[config.mk]
export PLATFORM = sky130hd
export DESIGN_NAME = icap_read
export DESIGN_NICKNAME = d
export VERILOG_FILES = /design/src/rtl/icap_read.sv
export SDC_FILE = /design/constraint.sdc
export NUM_CORES = 1
export LEC_CHECK = 0
export BUFFER_PORTS_ARGS = -buffer_cell sky130_fd_sc_hd__buf_2
export CAP_MARGIN = 0
export CORE_MARGIN = 1.5
export CORE_UTILIZATION = 55
export CTS_CLUSTER_SIZE = 20
export DETAILED_ROUTE_END_ITERATION = 8
export HOLD_SLACK_MARGIN = 0.1
export MAX_ROUTING_LAYER = met4
export PLACE_DENSITY = 0.79
export SETUP_SLACK_MARGIN = 0.4
export SYNTH_ARGS = -nofsm -noshare
export SYNTH_HDL_FRONTEND = slang
export SYNTH_SLANG_ARGS = --single-unit
[constraint.sdc]
create_clock -name c -period 3.7 [get_ports c]
set_clock_uncertainty 0.2 [all_clocks]
set_input_delay 0.74 -clock c [delete_from_list [all_inputs] [get_ports c]]
set_output_delay 0.74 -clock c [all_outputs]
set_load 0.02 [all_outputs]
[src/rtl/icap_read.sv]
// ICAPE2 configuration-register read sequencer: header, read window, desync.
// Optional macro ICAP_READ_BITSWAP_EN bit-reverses each byte on icap_i/icap_o for real ICAPE2 silicon.
module icap_read #(
   parameter int RD_LAT = 4
) (
   input  logic        c,
   input  logic        rst_n,
   input  logic        start,
   input  logic [4:0]  addr,
   output logic        busy,
   output logic        valid,
   output logic [31:0] o,
   output logic        icap_csib,
   output logic        icap_rdwrb,
   output logic [31:0] icap_i,
   input  logic [31:0] icap_o
);

   typedef enum logic [2:0] {IDLE, HDR, SW_RD, RD, SW_WR, DSYNC, DONE} state_t;

   state_t      r_state;
   logic [3:0]  r_cnt;
   logic [4:0]  r_addr;
   logic [31:0] r_rdData;
   logic [31:0] w_icapOData;

`ifdef ICAP_READ_BITSWAP_EN
   function automatic logic [31:0] byteRev(input logic [31:0] w);
      logic [31:0] r;
      r = '0;
      for (int b = 0; b < 4; b++)
         for (int i = 0; i < 8; i++)
            r[8*b+i] = w[8*b+7-i];
      return r;
   endfunction

   function automatic logic [31:0] pinWord(input logic [31:0] w);
      return byteRev(w);
   endfunction
`else
   function automatic logic [31:0] pinWord(input logic [31:0] w);
      return w;
   endfunction
`endif

   // Sync, type-1 read of the requested register, then two NOOPs
   function automatic logic [31:0] hdrWord(input logic [3:0] idx, input logic [4:0] a);
      case (idx)
         4'd0:    return 32'hFFFF_FFFF;
         4'd1:    return 32'hAA99_5566;
         4'd3:    return 32'h2800_0001 | {14'd0, a, 13'd0};
         default: return 32'h2000_0000;
      endcase
   endfunction

   function automatic logic [31:0] dsyncWord(input logic [3:0] idx);
      case (idx)
         4'd0:    return 32'h3000_8001;
         4'd1:    return 32'h0000_000D;
         default: return 32'h2000_0000;
      endcase
   endfunction

   assign w_icapOData = pinWord(icap_o);

   always_ff @(posedge c or negedge rst_n) begin
      if (!rst_n) begin
         r_state    <= IDLE;
         r_cnt      <= '0;
         r_addr     <= '0;
         r_rdData   <= '0;
         busy       <= 1'b0;
         valid      <= 1'b0;
         o          <= '0;
         icap_csib  <= 1'b1;
         icap_rdwrb <= 1'b0;
         icap_i     <= '0;
      end else begin
         valid <= 1'b0;
         case (r_state)
            IDLE: begin
               if (start) begin
                  r_addr    <= addr;
                  r_cnt     <= '0;
                  r_state   <= HDR;
                  busy      <= 1'b1;
                  icap_csib <= 1'b0;
                  icap_i    <= pinWord(hdrWord(4'd0, addr));
               end
            end
            HDR: begin
               if (r_cnt == 4'd5) begin
                  r_cnt      <= '0;
                  r_state    <= SW_RD;
                  icap_csib  <= 1'b1;
                  icap_rdwrb <= 1'b1;
                  icap_i     <= '0;
               end else begin
                  r_cnt  <= r_cnt + 4'd1;
                  icap_i <= pinWord(hdrWord(r_cnt + 4'd1, r_addr));
               end
            end
            SW_RD: begin
               r_state   <= RD;
               icap_csib <= 1'b0;
            end
            // icap_o is sampled on the edge that ends the last read cycle
            RD: begin
               if (r_cnt == 4'(RD_LAT - 1)) begin
                  r_cnt      <= '0;
                  r_rdData   <= w_icapOData;
                  r_state    <= SW_WR;
                  icap_csib  <= 1'b1;
                  icap_rdwrb <= 1'b0;
               end else begin
                  r_cnt <= r_cnt + 4'd1;
               end
            end
            SW_WR: begin
               r_state   <= DSYNC;
               icap_csib <= 1'b0;
               icap_i    <= pinWord(dsyncWord(4'd0));
            end
            DSYNC: begin
               if (r_cnt == 4'd3) begin
                  r_cnt     <= '0;
                  r_state   <= DONE;
                  icap_csib <= 1'b1;
                  icap_i    <= '0;
                  busy      <= 1'b0;
                  valid     <= 1'b1;
                  o         <= r_rdData;
               end else begin
                  r_cnt  <= r_cnt + 4'd1;
                  icap_i <= pinWord(dsyncWord(r_cnt + 4'd1));
               end
            end
            DONE:    r_state <= IDLE;
            default: r_state <= IDLE;
         endcase
      end
   end

endmodule

==> metrics.txt <==
Fmax ~0.38 GHz; maximum clock path buffer count 2; hold_buf cts 0; CTS tree built; CP Data Required Time approximately 3700 ps; synth warn 0; count leader, synth dfrtp_1; wire length on met2 between 3000 and 4000 um; vias per cell 5.33; CTS Root Cell clkbuf_8; uppermost routed layer met4; Initial Util 0.574; crit path cell chain ha_1 -> nor3b_4 -> nand3_4 -> mux2_2; min cycle time layout ~2600 ps; WS Path Type reg2reg; Area contributors post-synth dfrtp_1 (55%), mux2_2 (11%), mux2_4 (10%); dpl ws 1100 ps; boundary pin count 108; wl on met1 3470 um; chip height 90.2 um; Post-Route Setup TNS 0 ps; #FFs+latches synth 93; post-route ant nets 0; Critical-path top delay cell nand3_4; final instance area 4800 sq um; area share of the largest cell type after synthesis 0.550; Tot Pwr 4.16 mW; P_leak about 2.3 nW; WL met3 between 200 and 300 um; slowest cell delay on critical path 520 ps; crit-path max FO 35; WP data arrival 2630 ps; Overflow after GRT 0; CTS Buf Count 9; Final setup viols 0; fill count 574; period utilization 0.705; net count after synthesis 345; Clk Latency, worst-skew pair between 300 and 400 ps; initial antenna violation count 0; Die Area about 8100 sq um; distinct cell type count after synthesis 50; CP top delay family simple AND/OR/NAND/NOR gates; Max Slew Vio Count 0; Core Footprint between 7000 and 8000 sq um; Syn Area/Cell 14.0 sq um; CTS Sinks 93; # H-tree levels 3; Final Wtd Congestion 0.796; worst-margin pin slew 911 ps; Area growth, synth to finish 14.7%; CP endpoint kind flop; Max-Cap Viols 0; vias approximately 2.6k; worst ir drop on vdd approximately 0.31 mV; vias in the first global route 2551; nets@finish 434; RSZ-0062 raised after global routing no; clock slew at reported path FFs 90 ps; first-pass detailed-route iteration total 4; Max transition margin 0.393; area of the mapped netlist roughly 4200 sq um; Post-Syn Instances 300; DRC 0; pin count of the biggest net entering global routing 76; final wirelength roughly 7700 um; crit start category flop; IO buf count 107; hpwl dp about 5400 um; 1st-iter DRT viols 201; Top FF cell, synth dfrtp_1; GRT Resource Usage Total 0.208; Post-synth EDFFs 0; PnR worst setup slack 1090 ps; commonest cells in the netlist dfrtp_1 (92), mux2_2 (41), mux2_4 (29); status complete, no violations; Antenna Cells 0; cell taking the most area after synthesis dfrtp_1; Die Wd 90.2 um; ys async rst share 1.00; global-route wire length before repair around 13000 um; PwrDens 865 nW/um^2; CP Buf/Inv Count 0; share of cells above drive strength 1 0.523; Seq/Total Area, Yosys 0.556; WL per Instance around 16 um; row count 31; placed standard-cell area 4620 sq um; post-CTS setup buffer count 0; Finished Core Util 0.659; CTS resizes 0; final hold vios 0; Hold Path Class reg2reg
==> metal layers <==
metal / vias to the layer above / GRT usage
met5: - / -
met1: 1321 / 0.278
met3: 9 / 0.0355
met4: 0 / 0.0899
li1: 1218 / -
met2: 80 / 0.315
==> registers in the layout (all words and copies together) (netlist names) <==
register    count
o              32
r_rdData       32
icap_i         13
r_addr          5
r_cnt           4
r_state         3
busy            1
icap_csib       1
icap_rdwrb      1
valid           1
==> cells in the final DEF (no fill, tap or decap), types with 3 or more instances in the layout <==
master / Yosys / routed
nor3_1: 5 / 5
buf_4: 20 / 4
o21ai_0: 5 / 5
mux2_4: 29 / 29
a22o_1: 3 / 3
buf_2: 4 / 106
ha_1: 5 / 5
clkbuf_8: 0 / 10
inv_1: 8 / 8
nand3b_1: 3 / 3
a21oi_1: 6 / 6
nor2_1: 17 / 17
nand2_1: 8 / 8
o2bb2ai_1: 3 / 3
a31oi_1: 4 / 4
dfrtp_1: 92 / 92
mux2_2: 41 / 41
==> path summary, 6_finish.rpt <==
| check | cells after the start | to | from | slack (ps) |
|---|---|---|---|---|
| setup reg to reg | 4 | o[5] | r_cnt[1] | 1090 |
| hold / removal | 1 | busy | busy | 290 |
| min in group asynchronous | 1 | r_cnt[1] | rst_n | 310 |
| setup / recovery | 4 | o[5] | r_cnt[1] | 1090 |
| hold reg to reg | 1 | busy | busy | 290 |
| max in group asynchronous | 2 | o[22] | rst_n | 2280 |
==> through the flow <==
stage	instances	hold WS, ps
2_1_floorplan	300	244
3_3_place_gp	477	256
3_5_place_dp	477	270
4_1_cts	493	290
5_1_grt	493	317
6_report	493	288
==> report_power, final <==
| group | leakage, nW | internal, mW | switching, mW | total (mW) |
|---|---|---|---|---|
| clock | 0.0881 | 0.271 | 0.355 | 0.627 |
| combinational | 1.17 | 0.828 | 0.928 | 1.76 |
| sequential | 1.09 | 1.45 | 0.328 | 1.77 |
==> final cells by class <==
cell class / count / area [sq um] / share of cell area
tap: 99 / 124 / 0.0258
inverter: 8 / 30.0 / 0.00625
clock inverter: 5 / 43.8 / 0.00912
clock buffer: 11 / 141 / 0.0294
timing repair buffer: 110 / 561 / 0.117
sequential: 93 / 2330 / 0.485
multi-input combinational: 167 / 1580 / 0.328
==> worst reg2reg max path: cells and delay by family, from the launching register on <==
kind,cells,cell delay [ps]
and+or+nand+nor,2,1020
DFF,1,490
muxes,1,470
adders and majority gates,1,310
==> logic make-up (layout without fill, tap and decap cells) <==
logic type / after synthesis / count (layout) / synth area share
and+or+nand+nor: 50 / 50 / 0.0723
buffers and inverters: 40 / 134 / 0.0675
muxes: 71 / 71 / 0.217
xor gates and xnor gates: 2 / 2 / 0.00418
adders and majority gates: 5 / 5 / 0.0149
AOI/OAI and AO/OA: 39 / 39 / 0.0681
DFF: 93 / 93 / 0.556
Note: power is estimated with default switching activity, not from simulation.
